==> src/rtl/q_meter_pkg.sv <==
// Shared types, defaults and helpers for the q_meter ring-down measurement block.
package q_meter_pkg;

    typedef enum logic [1:0] {
        StIdle,
        StSettle,
        StRing,
        StDone
    } q_state_t;

    localparam int unsigned Q_SETTLE_CYC_DEF = 64;
    localparam int unsigned Q_GAP_CYC_DEF    = 16;

    function automatic int unsigned cnt_w(input int unsigned n);
        return $clog2(n);
    endfunction

endpackage

==> src/rtl/sync_2ff.sv <==
// Two-flop synchronizer for a single asynchronous level, reset to 0.
module sync_2ff (
    input  logic clk_i,
    input  logic rst_ni,
    input  logic d_i,
    output logic q_o
);

    logic meta_q;
    logic sync_q;

    always_ff @(posedge clk_i or negedge rst_ni) begin
        if (!rst_ni) begin
            meta_q <= 1'b0;
            sync_q <= 1'b0;
        end else begin
            meta_q <= d_i;
            sync_q <= meta_q;
        end
    end

    assign q_o = sync_q;

endmodule

==> src/rtl/q_meter.sv <==
// Q estimator: excite the resonator, then count ring-down comparator edges until a quiet gap.
// Define Q_METER_AVG_EN to average two consecutive runs per measurement.
module q_meter
    import q_meter_pkg::*;
#(
    parameter int unsigned BUS_WIDTH  = 10,
    parameter int unsigned SETTLE_CYC = Q_SETTLE_CYC_DEF,
    parameter int unsigned GAP_CYC    = Q_GAP_CYC_DEF
) (
    input  logic                 clk,
    input  logic                 rst,
    input  logic                 enable,
    input  logic [BUS_WIDTH-1:0] i_ref,
    input  logic                 comp_in,
    output logic                 excite,
    output logic [BUS_WIDTH-1:0] q_measured,
    output logic                 ready,
    output logic                 saturated
);

    localparam int unsigned SW = cnt_w(SETTLE_CYC);
    localparam int unsigned GW = cnt_w(GAP_CYC);
    localparam logic [SW-1:0]        SettleLast = SW'(SETTLE_CYC - 1);
    localparam logic [GW-1:0]        GapLast    = GW'(GAP_CYC - 1);
    localparam logic [BUS_WIDTH-1:0] CntMax     = '1;

    q_state_t             state_q, state_d;
    logic [SW-1:0]        settle_q, settle_d;
    logic [GW-1:0]        gap_q, gap_d;
    logic [BUS_WIDTH-1:0] cnt_q, cnt_d;
    logic                 clip_q, clip_d;
    logic [BUS_WIDTH-1:0] ref_q, ref_d;
    logic [BUS_WIDTH-1:0] q_q, q_d;
    logic                 sat_q, sat_d;
    logic                 ready_q, ready_d;
    logic                 excite_q, excite_d;
    logic                 en_q;
    logic                 comp_s, comp_prev_q, edge_q;
    logic                 changed, restart;
`ifdef Q_METER_AVG_EN
    logic                 run_q, run_d;
    logic [BUS_WIDTH-1:0] c1_q, c1_d;
    logic                 clip1_q, clip1_d;
    logic [BUS_WIDTH:0]   avg_sum;

    assign avg_sum = {1'b0, c1_q} + {1'b0, cnt_q} + {{BUS_WIDTH{1'b0}}, 1'b1};
`endif

    sync_2ff u_sync (
        .clk_i  (clk),
        .rst_ni (rst),
        .d_i    (comp_in),
        .q_o    (comp_s)
    );

    assign changed = (i_ref != ref_q);

    always_comb begin
        state_d  = state_q;
        settle_d = settle_q;
        gap_d    = gap_q;
        cnt_d    = cnt_q;
        clip_d   = clip_q;
        ref_d    = ref_q;
        q_d      = q_q;
        sat_d    = sat_q;
        ready_d  = ready_q;
        restart  = 1'b0;
`ifdef Q_METER_AVG_EN
        run_d    = run_q;
        c1_d     = c1_q;
        clip1_d  = clip1_q;
`endif
        unique case (state_q)
            StIdle: restart = enable && (changed || !en_q);
            StSettle: begin
                if (changed) begin
                    restart = 1'b1;
                end else if (settle_q == SettleLast) begin
                    state_d = StRing;
                    cnt_d   = '0;
                    gap_d   = '0;
                    clip_d  = 1'b0;
                end else begin
                    settle_d = settle_q + 1'b1;
                end
            end
            StRing: begin
                if (changed) begin
                    restart = 1'b1;
                end else if (edge_q) begin
                    // An edge on the gap terminal cycle still keeps the run alive.
                    gap_d = '0;
                    if (cnt_q == CntMax) clip_d = 1'b1;
                    else                 cnt_d  = cnt_q + 1'b1;
                end else if (gap_q == GapLast) begin
`ifdef Q_METER_AVG_EN
                    if (!run_q) begin
                        run_d    = 1'b1;
                        c1_d     = cnt_q;
                        clip1_d  = clip_q;
                        state_d  = StSettle;
                        settle_d = '0;
                    end else begin
                        state_d = StDone;
                    end
`else
                    state_d = StDone;
`endif
                end else begin
                    gap_d = gap_q + 1'b1;
                end
            end
            StDone: begin
`ifdef Q_METER_AVG_EN
                q_d   = BUS_WIDTH'(avg_sum >> 1);
                sat_d = clip1_q | clip_q;
`else
                q_d   = cnt_q;
                sat_d = clip_q;
`endif
                ready_d = 1'b1;
                state_d = StIdle;
            end
            default: state_d = StIdle;
        endcase

        if (restart) begin
            state_d  = StSettle;
            settle_d = '0;
            ref_d    = i_ref;
            ready_d  = 1'b0;
`ifdef Q_METER_AVG_EN
            run_d    = 1'b0;
`endif
        end

        if (!enable) begin
            state_d = StIdle;
            ready_d = 1'b0;
            ref_d   = ref_q;
            q_d     = q_q;
            sat_d   = sat_q;
        end

        // Registered so excite trails the SETTLE state by one cycle.
        excite_d = enable && (state_q == StSettle);
    end

    always_ff @(posedge clk or negedge rst) begin
        if (!rst) begin
            state_q     <= StIdle;
            settle_q    <= '0;
            gap_q       <= '0;
            cnt_q       <= '0;
            clip_q      <= 1'b0;
            ref_q       <= '0;
            q_q         <= '0;
            sat_q       <= 1'b0;
            ready_q     <= 1'b0;
            excite_q    <= 1'b0;
            en_q        <= 1'b0;
            comp_prev_q <= 1'b0;
            edge_q      <= 1'b0;
`ifdef Q_METER_AVG_EN
            run_q       <= 1'b0;
            c1_q        <= '0;
            clip1_q     <= 1'b0;
`endif
        end else begin
            state_q     <= state_d;
            settle_q    <= settle_d;
            gap_q       <= gap_d;
            cnt_q       <= cnt_d;
            clip_q      <= clip_d;
            ref_q       <= ref_d;
            q_q         <= q_d;
            sat_q       <= sat_d;
            ready_q     <= ready_d;
            excite_q    <= excite_d;
            en_q        <= enable;
            comp_prev_q <= comp_s;
            edge_q      <= comp_s & ~comp_prev_q;
`ifdef Q_METER_AVG_EN
            run_q       <= run_d;
            c1_q        <= c1_d;
            clip1_q     <= clip1_d;
`endif
        end
    end

    assign excite     = excite_q;
    assign q_measured = q_q;
    assign ready      = ready_q;
    assign saturated  = sat_q;

endmodule
==> config.mk <==
export PLATFORM = sky130hd
export DESIGN_NAME = q_meter
export DESIGN_NICKNAME = d
export VERILOG_FILES = /design/src/rtl/q_meter_pkg.sv /design/src/rtl/sync_2ff.sv /design/src/rtl/q_meter.sv
export SDC_FILE = /design/constraint.sdc
export NUM_CORES = 1
export LEC_CHECK = 0
export ABC_AREA = 0
export CAP_MARGIN = 0
export CORE_ASPECT_RATIO = 0.9
export CORE_UTILIZATION = 40
export DETAILED_ROUTE_END_ITERATION = 7
export PLACE_DENSITY = 0.62
export SLEW_MARGIN = 10
export SYNTH_ARGS = -nofsm -noshare
export SYNTH_HDL_FRONTEND = slang
export SYNTH_SLANG_ARGS = --single-unit
export TNS_END_PERCENT = 20
==> constraint.sdc <==
create_clock -name clk -period 2.13 [get_ports clk]
set_input_delay 0.426 -clock clk [delete_from_list [all_inputs] [get_ports clk]]
set_output_delay 0.426 -clock clk [all_outputs]
set_load 0.02 [all_outputs]
# After elaboration in Yosys (flattened, before gate mapping)
# Index checks and enable logic that the tools add are counted.
# op_classes
muxes,35
n_bitwise,2
n_reduce_logical,15
add_sub_neg,3
n_eq_ne,23
# op_table
cell,count
$mux W10,5
$mux W6,4
$mux W4,5
$ne A4 B4 Y1 const B,5
$pmux W10 S2,1
$reduce_and A6 Y1,3
$mux W2,7
$ne A2 B2 Y1 const B,7
$add A10 B1 Y10 const B,1
$eq A10 B10 Y1 const B,1
$ne A10 B10 Y1,1
$mux W1,9
$pmux W4 S2,1
$add A6 B1 Y6 const B,1
$eq A6 B6 Y1 const B,1
$pmux W2 S3,1
$ne A5 B1 Y1 const B,1
$reduce_and A5 Y1,1
$add A4 B1 Y4 const B,1
$eq A2 B2 Y1 const B,2
$eq A4 B4 Y1 const B,1
$pmux W1 S2,2
$reduce_and A2 Y1,2
$reduce_bool A2 Y1,2
12 further kinds,13
# totals
ff_bits,51
word_cells,93

# Logic depth before layout (Yosys ltp)
# Gate-level depths: netlist of the first run.
# depth
depth_word,7
depth_mapped,8
mapped_depth_nobuf,7

# Modules after synthesis
# From an unflattened synthesis of the first run, not the netlist that was laid out.
# hier_totals
cells_unflattened,221
area_unflattened_um2,2491.1
# by_module_without_submodules
mod,instances,cells_each,seq_area_each_um2,area_per_inst_um2
q_meter,1,219,1226.2,2441.1
sync_2ff,1,2,50.0,50.0

# Worst setup path after synthesis of the first run
# No wires, ideal clock.
# synth_path
path_type,in2reg
from,input i_ref[7]
to,register ref_q[0]
cell_stages,6
n_path_buf,1
setup_slack_ns,0.171
t_arrival_ns,1.832
setup_time_ns,0.128
path_cell_list,xnor2_1 nand4_2 or3_1 a31o_1 buf_2 mux2_1
# synth_via
elab_chain_cells,5
elab_cells_between_ends,6
# synth_lines
element,line,text
"start, declared",q_meter.sv:13,"input logic [BUS_WIDTH-1:0] i_ref,"
$ne A10 B10 Y1 (*),q_meter.sv:56,assign changed = (i_ref != ref_q);
$logic_or A1 B1 Y1,q_meter.sv:75,StIdle: restart = enable && (changed || !en_q);
$logic_and A1 B1 Y1,q_meter.sv:75,
$pmux W1 S2 (*),q_meter.sv:74,unique case (state_q)
$reduce_and A2 Y1 (no line) (*),n/a,
"end signal, assigned",q_meter.sv:176,ref_q <= ref_d;
"end, declared",q_meter.sv:32,"logic [BUS_WIDTH-1:0] ref_q, ref_d;"
# Mark *: on every way between the ends. The rest lies on a longest branch, timed or not.
# A chain may end at the register's enable or synchronous reset.

# Final worst setup path of the first run
# layout_path
from,register ref_q[1]
to,register cnt_q[0]
# layout_via
elab_chain_cells,3
elab_cells_between_ends,4
# layout_lines
element,line,text
$ne A10 B10 Y1 (*),q_meter.sv:56,
$ne A2 B2 Y1 (no line),n/a,
$reduce_and A6 Y1 (no line) (*),n/a,
"end signal, assigned",q_meter.sv:174,cnt_q <= cnt_d;
"end, declared",q_meter.sv:30,"logic [BUS_WIDTH-1:0] cnt_q, cnt_d;"
# Marks and branches as above.

==> summary.txt, run 1 <==
Run status
  • Outcome: completed

Global route
  • Largest net degree at the start of global routing: 35
  • Total Routing Usage GR: 0.1717
  • Remaining global-route overflow: 0
  • First-pass GRT wire length: 8687 µm
  • Antenna violations before repair: 0
  • Vias in the first global route: 1,829

Synthesis
  • Synthesized flop and latch total: 51
  • Post-Syn Area: 0.002491 mm²
  • YS warnings: 0
  • Syn Nets: 242
  • Post-synthesis sequential area ratio: 0.5123
  • Synth area leader: dfrtp_1
  • Synth top area share: 0.5123
  • FFs w/ async S/R, synth: 1.000
  • Post-Synthesis Cells: 221
  • Synth cell types: 45
  • Top cells by count, synth: dfrtp_1, xnor2_1, a21oi_1, nand2_1
  • Count leader, synth: dfrtp_1
  • Post-synth EDFFs: 0
  • Mean Syn Cell Area: 11.27 µm²
  • Ys flop type: dfrtp_1
  • Top cells by area, synth: dfrtp_1, xnor2_1, mux2_1

Route
  • Drt first pass iters: 4
  • DR WL/cell: 14.82 µm
  • Total number of vias: 1,910
  • Final ANT Viol Nets: 0
  • Drt initial violations: 66
  • DRT Wirelength: 5215 µm
  • Drc violations: 0
  • Vias per inst: 5.426

Setup path
  • R2R setup slack: 0.08 ns
  • Crit-path cells: xnor2_2 -> nand4_2 -> buf_6 -> o41ai_4 -> buf_4 -> a31oi_4 -> or4b_1 -> nand2_1
  • Worst Path Required: 2.40 ns
  • WS Path Type: reg -> reg
  • Critical Path Fanout Max: 7
  • Reg2reg start: ref_q[1]
  • Crit path launch type: flip-flop
  • Largest stage delay on the critical path: 0.54 ns
  • Worst Reg-to-Reg Cells: 8
  • Worst r2r dst: cnt_q[0]
  • Setup crit end kind: flip-flop
  • Critical path's slowest cell: or4b_1
  • Arr. time, crit path: 2.32 ns

Layout
  • Layout cell share with drive strength beyond 1: 0.2766
  • Post-Layout Cell Count: 352
  • Antenna Cells: 0
  • Layout area overhead: 34.91%
  • Layout Nets: 302

CTS
  • Skew-Pair Late Insertion Delay: 0.32 ns
  • Cts hold-fix bufs: 0
  • CTS H-tree lvls: 2
  • Clock transition at path regs: 0.10 ns
  • TritonCTS Sinks: 51
  • Clk Tree Root Cell: clkbuf_8
  • CTS max path bufs: 2
  • CTS tree: built
  • CTS buffer count: 5

Power
  • Tot Pwr: 0.002995 W
  • Worst vdd ir: 334.5 µV
  • Pwr Density: 891.2 mW/mm²
  • Leak: 1.531 nW

STA
  • Tcrit/Tclk final: 0.9646
  • RSZ-0062 raised after global routing: true
  • Slew @ Worst Pin: 0.4769 ns
  • Tmin final: 2.055 ns
  • Max_slew headroom: 0.6821
  • Final Setup Violations: 0
  • Clock skew: 0.01322 ns
  • Fmax: 0.4867 GHz
  • Max-slew violations: 0
  • Number of failing hold endpoints at the final stage: 0

Die
  • Row Count: 26
  • Io pins: 27
  • Die Y: 76.87 µm
  • Core area: 0.005856 mm²
  • Initial Utilization: 0.4254
  • Die ar.: 0.006548 mm²
  • Die X: 85.19 µm

Placement
  • Placed insts: 335
  • Gpl congestion: 0.7695
  • Number of port buffers: 26
  • DPL Wire Length: 3421 µm

Min path
  • Min-Delay Path Class: in -> async

Flow run
  • # Max-Cap Violations: 0
logic make-up (layout without fill, tap and decap cells):
family	after synthesis	after routing	share of synthesized area
compound gates	44	46	0.1165
buf+inv	11	70	0.02411
xor+xnor	16	16	0.05625
fa+ha+maj	7	7	0.03516
simple gates	70	70	0.1572
mux	22	22	0.09844
flops	51	51	0.5123
cells in the final DEF, fill, tap and decap left out, drive strengths merged, types with 7 or more instances in the layout:
master and n:
dfrtp 51, buf 32, mux2 20, xnor2 16, a21oi 16, clkdlybuf4s50 15, o21ai 14, nand2 13
nor2 13, nand3 11, dlymetal6s2s 7, or3 7, ha 7
per-layer routing:
| metal | part of all wire | vias to the layer above | GRT usage | wire [µm] |
|---|---|---|---|---|
| met3 | 0.040 | 10 | 0.05167 | 206 |
| li1 | - | 925 | - | - |
| met1 | 0.49 | 942 | 0.2327 | 2562 |
| met4 | 0.018 | 0 | 0.06271 | 94 |
| met2 | 0.45 | 33 | 0.2589 | 2351 |
| met5 | 0 | - | 0 | 0 |
metrics by stage:
stage               utilization    TNS, ns  cell area [µm²]  hold slack, ns  setup WS [ns]
finish                   0.5739          0             3361         0.05109        0.07550
CTS                      0.5487  -0.004709             3213         0.05960      -0.004709
global route             0.5739   -0.04017             3361         0.07849       -0.04017
detailed placement       0.5141     -12.79             3010          0.3418        -0.4650
floorplan                     -          0             2491          0.1304         0.1708
global placement         0.5141     -11.92             3010          0.3325        -0.4069
worst max-delay path: cells and delay by family (launching register included):
| family | cells | cell delay [ns] |
|---|---|---|
| buf+inv | 2 | 0.35 |
| flops | 1 | 0.43 |
| compound gates | 2 | 0.33 |
| xor+xnor | 1 | 0.16 |
| simple gates | 3 | 0.74 |
registers in the layout, summed over array words and instances (netlist names), 2 cells and up:
register,count
ref_q,10
q_measured,10
settle_q,6
state_q,2
cnt_q,10
gap_q,4
final cells by class:
class,instances,area [µm²]
Sequential cell,51,1276
Multi-Input combinational cell,161,1310
Tap cell,70,87.58
Timing Repair Buffer,57,546.8
Fill cell,495,2495
Clock inverter,2,38.79
Inverter,5,18.77
Clock buffer,6,82.58
how the worst max path moves through the flow:
| stage | endpoint | startpoint | slack, ns |
|---|---|---|---|
| 2_1_floorplan | ref_q[0] | i_ref[7] | 0.17 |
| 3_3_place_gp | ref_q[7] | i_ref[7] | -0.41 |
| 3_5_place_dp | ref_q[1] | i_ref[1] | -0.47 |
| 4_1_cts | cnt_q[0] | i_ref[5] | -0.005 |
| 5_1_grt | cnt_q[0] | ref_q[1] | -0.04 |
| 6_report | cnt_q[0] | ref_q[1] | 0.08 |
repair_timing:
item                       CTS  global route
gates cloned                 1             1
pin swaps                    7            12
setup endpoints to repair   27            34
buffers inserted             1             6
gates resized for setup     17            20
report_power, final:
part / leakage, nW / switching (W) / internal [W]
clock: 0.0618 / 0.000344 / 0.000387
combinational: 0.795 / 0.000520 / 0.000533
sequential: 0.674 / 0.000108 / 0.00110
total: 1.53 / 0.000973 / 0.00202
No activity file was read; power rests on OpenSTA's default activity.
==> run 2, diff against run 1 <==
Settings changed: PLACE_DENSITY 0.62 to unset.
==> run 2 against run 1 <==
Maximum frequency is 2.7% higher. Worst hold slack improved by 0.039 ns. First-iteration DRC count grew 62%. Sequential power about the same. Largest power group unchanged. Wire length decreased by 0.96%. Final cell count is the same. Die area stayed put. Clock skew about the same. Via count is 1.6% lower. Largest cell class unchanged.
==> summary.txt, run 2 (synthesized netlist as in run 1, its figures left out) <==
Setup path
  • Worst r2r dst: cnt_q[0]
  • Critical Path Fanout Max: 8 (+1)
  • Crit path launch type: input pin
  • Worst Reg-to-Reg Cells: 7 (-1)
  • Worst Path Required: 2.38 ns (-0.02 ns)
  • Setup crit end kind: flip-flop
  • Arr. time, crit path: 2.25 ns (-0.07 ns)
  • WS Path Type: in -> reg
  • R2R setup slack: 0.13 ns (+0.05 ns)
  • Reg2reg start: ref_q[0]

Power
  • Worst vdd ir: 335.0 µV (+0.15%)
  • Pwr Density: 878.0 mW/mm² (-1.5%)
  • Leak: 1.511 nW (-1.4%)

Layout
  • Layout area overhead: 34.91% (unchanged)
  • Storage cell area: 0.001276 mm² (unchanged)
  • Commonest non-fill, non-tap cell in the layout: dfrtp_1
  • Layout cell share with drive strength beyond 1: 0.2766 (unchanged)
  • Post-Route Utilization: 0.5739 (unchanged)
  • Most frequent cells in the layout: dfrtp_1, buf_4, clkdlybuf4s50_1
  • Fill cells: 475 (-4.0%)
  • Post-Layout Cell Count: 352 (unchanged)
  • Layout Nets: 302 (unchanged)
  • Multi-input logic area: 0.001310 mm² (unchanged)
  • Antenna Cells: 0 (unchanged)

Global route
  • Vias in the first global route: 1,876 (+2.6%)
  • First-pass GRT wire length: 9004 µm (+3.6%)
  • Antenna violations before repair: 0 (unchanged)
  • Remaining global-route overflow: 0 (unchanged)
  • Total Routing Usage GR: 0.1766 (+0.004907)
  • Largest net degree at the start of global routing: 31 (-11%)

Route
  • DR WL/cell: 14.67 µm (-0.96%)
  • Drc violations: 0 (unchanged)
  • Drt initial violations: 107 (+62%)
  • Final ANT Viol Nets: 0 (unchanged)
  • Vias per inst: 5.341 (-1.6%)
  • Total number of vias: 1,880 (-1.6%)
  • Drt first pass iters: 4 (unchanged)
  • DRT Wirelength: 5165 µm (-0.96%)

CTS
  • CTS max path bufs: 2 (unchanged)
  • CTS H-tree lvls: 2 (unchanged)
  • CTS buffer count: 5 (unchanged)
  • Clk Tree Root Cell: clkbuf_8
  • Skew-Pair Late Insertion Delay: 0.31 ns (about the same)
  • CTS tree: built
  • TritonCTS Sinks: 51 (unchanged)
  • Clock transition at path regs: 0.10 ns (about the same)

Placement
  • Number of port buffers: 26 (unchanged)
  • DPL Wire Length: 3465 µm (+1.3%)
  • Gpl congestion: 0.7717 (+0.29%)
  • Worst slack, placed: -0.4834 ns (-0.01840 ns)
  • Placed insts: 334 (-0.30%)

STA
  • Worst setup margin: 0.1301 ns (+0.05462 ns)
  • Tcrit/Tclk final: 0.9389 (-0.02564)
  • Tmin final: 2.000 ns (-0.05462 ns)
  • Clock skew: 0.01351 ns (+0.0002886 ns)
  • RSZ-0062 raised after global routing: false
  • Number of failing hold endpoints at the final stage: 0 (unchanged)
  • Final Setup Violations: 0 (unchanged)
  • Fmax: 0.5000 GHz (+2.7%)
  • Slew @ Worst Pin: 0.5365 ns (+0.05956 ns)
  • Max-slew violations: 0 (unchanged)
  • Max_slew headroom: 0.6424 (-0.03970)

Flow run
  • # Max-Cap Violations: 0 (unchanged)

Die
  • Die Y: 76.87 µm (unchanged)
  • Row Count: 26 (unchanged)
  • Die ar.: 0.006548 mm² (unchanged)
  • Die X: 85.19 µm (unchanged)
  • Initial Utilization: 0.4254 (unchanged)
  • Core area: 0.005856 mm² (unchanged)
  • Io pins: 27 (unchanged)

Min path
  • Min-Delay Path Class: in -> async

Run status
  • Outcome: completed
run 2: worst max-delay path: stages:
cell           delay (ns)
dlygate4sd2_1        0.27
xnor2_2              0.17
nand4_2              0.17
buf_6                0.16
o41ai_4              0.39
a31oi_4              0.10
or4b_1               0.49
nand2_1              0.07
run 2: how the worst max path moves through the flow:
| stage | start | endpoint | slack [ns] | cells past startpoint |
|---|---|---|---|---|
| floorplan | i_ref[7] | ref_q[0] | 0.17 | 6 |
| global placement | i_ref[7] | gap_q[3] | -0.45 | 8 |
| detailed placement | i_ref[6] | cnt_q[0] | -0.48 | 8 |
| CTS | i_ref[9] | settle_q[3] | -0.02 | 8 |
| global route | ref_q[2] | cnt_q[8] | 0.02 | 8 |
| finish | i_ref[0] | cnt_q[0] | 0.13 | 8 |
run 2: timing repair:
action	in CTS	in global routing
endpoints found under the hold margin	0	0
endpoints found under the setup margin	31	20
cloned	2	0
hold buffers	0	0
setup buffers	6	2
pin swaps	16	7
resized for setup	24	12
run 2: stage by stage:
| stage | power, W | TNS [ns] | hold WS (ns) | area, µm² |
|---|---|---|---|---|
| after floorplan | 0.001771 | 0 | 0.1304 | 2491 |
| after global placement | 0.002060 | -13.48 | 0.3317 | 2990 |
| after detailed placement | 0.002072 | -13.66 | 0.3412 | 2990 |
| after CTS | 0.002904 | -0.02472 | 0.1051 | 3274 |
| after global routing | 0.003152 | 0 | 0.1055 | 3361 |
| final | 0.002951 | 0 | 0.09002 | 3361 |
run 2: final cells by class:
type	instances	area share
multi-input cells	160	0.3898
flip-flops and latches	51	0.3797
repair buffers	58	0.1653
well taps	70	0.02606
clock buffers	5	0.02048
clock inverters	3	0.01303
inverters	5	0.005585
run 2: power breakdown:
| group | internal [W] | switching, W | total [W] |
|---|---|---|---|
| registers | 0.00110 | 0.000115 | 0.00122 |
| logic | 0.000539 | 0.000522 | 0.00106 |
| clock network | 0.000350 | 0.000322 | 0.000672 |
| total | 0.00199 | 0.000958 | 0.00295 |
run 2: per-layer routing:
layer  vias to the layer above  GRT usage  wire, µm
li1                        920          -         -
met1                       930     0.2464      2491
met2                        25     0.2710      2495
met3                         5    0.04844       126
met4                         0    0.04576        51
met5                         -          0         0
==> run 3, diff against run 2 <==
Settings changed: PLACE_DENSITY set to 0.57.
==> run 3 against run 2 <==
Count of clock-buffer cells in the layout increased by 3. Combinational power barely moved. Final cell count is 1.1% higher. Die area unchanged. Clock power fell by 9.5%. Final area down 2.3%. Non-clock buffer count up 5. Wire length decreased by 2.1%. Global-route usage decreased by 0.13 points. First-iteration DRC count shrank 50%. Power decreased by 2.4%. Sequential share of layout area grew 0.88 points. Critical path type unchanged. Largest cell class is now registers. Largest power group unchanged.
==> summary.txt, run 3 (synthesized netlist as in run 1, its figures left out) <==
CTS
  • CTS tree: built
  • Cts hold-fix bufs: 0 (unchanged)
  • CTS H-tree lvls: 2 (unchanged)
  • Clock transition at path regs: 0.09 ns (about the same)
  • CTS max path bufs: 2 (unchanged)
  • CTS buffer count: 5 (unchanged)
  • Skew-Pair Late Insertion Delay: 0.30 ns (about the same)
  • Clk Tree Root Cell: clkbuf_8
  • TritonCTS Sinks: 51 (unchanged)

Die
  • Core area: 0.005856 mm² (unchanged)
  • Die X: 85.19 µm (unchanged)
  • Die Y: 76.87 µm (unchanged)
  • Initial Utilization: 0.4254 (unchanged)
  • Die ar.: 0.006548 mm² (unchanged)
  • Io pins: 27 (unchanged)
  • Row Count: 26 (unchanged)

STA
  • RSZ-0062 raised after global routing: true
  • Hold Slack: 0.1125 ns (+0.02249 ns)
  • Setup TNS: 0 ns (unchanged)
  • Worst setup margin: 0.1099 ns (-0.02022 ns)
  • Number of failing hold endpoints at the final stage: 0 (unchanged)
  • Final Setup Violations: 0 (unchanged)
  • Fmax: 0.4950 GHz (-1.0%)
  • Tmin final: 2.020 ns (+0.02022 ns)
  • Clock skew: 0.007446 ns (-0.006064 ns)
  • Tcrit/Tclk final: 0.9484 (+0.009494)
  • Max-slew violations: 0 (unchanged)
  • Slew @ Worst Pin: 0.5821 ns (+0.04561 ns)
  • Max_slew headroom: 0.6119 (-0.03041)

Route
  • Vias per inst: 5.211 (-2.4%)
  • Drt initial violations: 54 (-50%)
  • DRT Wirelength: 5058 µm (-2.1%)
  • DR WL/cell: 14.21 µm (-3.2%)
  • Total number of vias: 1,855 (-1.3%)
  • Drc violations: 0 (unchanged)
  • Final ANT Viol Nets: 0 (unchanged)
  • Drt first pass iters: 4 (unchanged)

Layout
  • Most frequent cells in the layout: dfrtp_1, buf_4, clkdlybuf4s50_1
  • Antenna Cells: 0 (unchanged)
  • Layout cell share with drive strength beyond 1: 0.2622 (-0.01436)
  • Finished Cell Area: 0.003284 mm² (-2.3%)
  • Layout area overhead: 31.84%
  • Layout Nets: 306 (+1.3%)
  • Commonest non-fill, non-tap cell in the layout: dfrtp_1

Setup path
  • Worst Path Required: 2.32 ns (-0.06 ns)
  • Crit path launch type: input pin
  • Crit-path cells: dlygate4sd2_1 -> xnor2_1 -> nand4_1 -> buf_4 -> nor3_4 -> a21oi_2 -> a31o_4 -> mux2_1
  • Worst Path Buf+Inv: 2 (unchanged)
  • Reg2reg start: ref_q[6]
  • Setup crit end kind: flip-flop
  • Top Family by Delay on Critical Path: simple AND/OR/NAND/NOR gates
  • Crit. Startpoint: i_ref[6]
  • Largest stage delay on the critical path: 0.33 ns (-0.16 ns)
  • Arr. time, crit path: 2.21 ns (-0.04 ns)
  • Critical Path Fanout Max: 10 (+2)
  • Critical path's slowest cell: mux2_1
  • WS Path Type: in -> reg

Min path
  • Min-Delay Path Class: in -> async

Placement
  • DP Area: 0.003013 mm² (+0.75%)
  • Number of port buffers: 26 (unchanged)
  • Gpl congestion: 0.7890 (+2.2%)
  • DPL Wire Length: 3535 µm (+2.0%)
  • Worst slack, placed: -0.5307 ns (-0.04721 ns)

Global route
  • First-pass GRT wire length: 8776 µm (-2.5%)
  • Largest net degree at the start of global routing: 29 (-6.5%)
  • Vias in the first global route: 1,835 (-2.2%)
  • Antenna violations before repair: 0 (unchanged)
  • Total Routing Usage GR: 0.1753 (-0.001319)
  • Remaining global-route overflow: 0 (unchanged)

Flow run
  • # Max-Cap Violations: 0 (unchanged)

Power
  • Leak: 1.480 nW (-2.0%)
  • Worst vdd ir: 378.3 µV (+13%)
  • Pwr Density: 877.1 mW/mm² (-0.10%)
  • Tot Pwr: 0.002881 W (-2.4%)

Run status
  • Outcome: completed
run 3: through the flow:
step	std cells	utilization
2_1_floorplan	221	-
3_3_place_gp	337	0.5145
3_5_place_dp	337	0.5145
4_1_cts	351	0.5483
5_1_grt	356	0.5609
6_report	356	0.5609
run 3: layer usage:
| metal | up-vias | wire (µm) | global-route usage |
|---|---|---|---|
| met5 | - | 0 | 0 |
| met4 | 0 | 53 | 0.05932 |
| met3 | 4 | 152 | 0.04521 |
| met2 | 27 | 2322 | 0.2629 |
| met1 | 894 | 2529 | 0.2457 |
| li1 | 930 | - | - |
run 3: worst register-to-register path, cell delays in order (launching register included):
cell,delay (ns)
dfrtp_1,0.39
xnor2_1,0.14
nand4_1,0.17
buf_4,0.18
nor3_4,0.29
a21oi_2,0.11
a31o_4,0.29
mux2_1,0.33
run 3: final cells by class:
type | count | area [µm²]
inverter | 5 | 18.77
clock buffer | 8 | 100.1
multi-input combinational | 159 | 1241
fill | 523 | 2571
timing repair buffer | 63 | 560.5
sequential | 51 | 1276
tap | 70 | 87.58
run 3: timing repair:
action	in CTS	in global routing
buffers inserted	6	6
endpoints found under the setup margin	31	31
pin swaps	10	14
resized for setup	21	12
endpoints found under the hold margin	0	0
run 3: report_power, final:
group | total, W | switching (W) | internal [W]
clock | 0.000608 | 0.000311 | 0.000297
sequential | 0.00120 | 0.000101 | 0.00110
combinational | 0.00107 | 0.000511 | 0.000558
total | 0.00288 | 0.000923 | 0.00196
run 3: final timing paths:
| kind | end | slack [ns] | cells past startpoint |
|---|---|---|---|
| max in group asynchronous | cnt_q[1] | 1.47 | 2 |
| min in group clk | u_sync.q_o | 0.36 | 0 |
| max | ref_q[5] | 0.11 | 8 |
| min reg2reg | u_sync.q_o | 0.36 | 0 |
| max reg2reg | ref_q[5] | 0.11 | 7 |
| min | gap_q[2] | 0.11 | 1 |
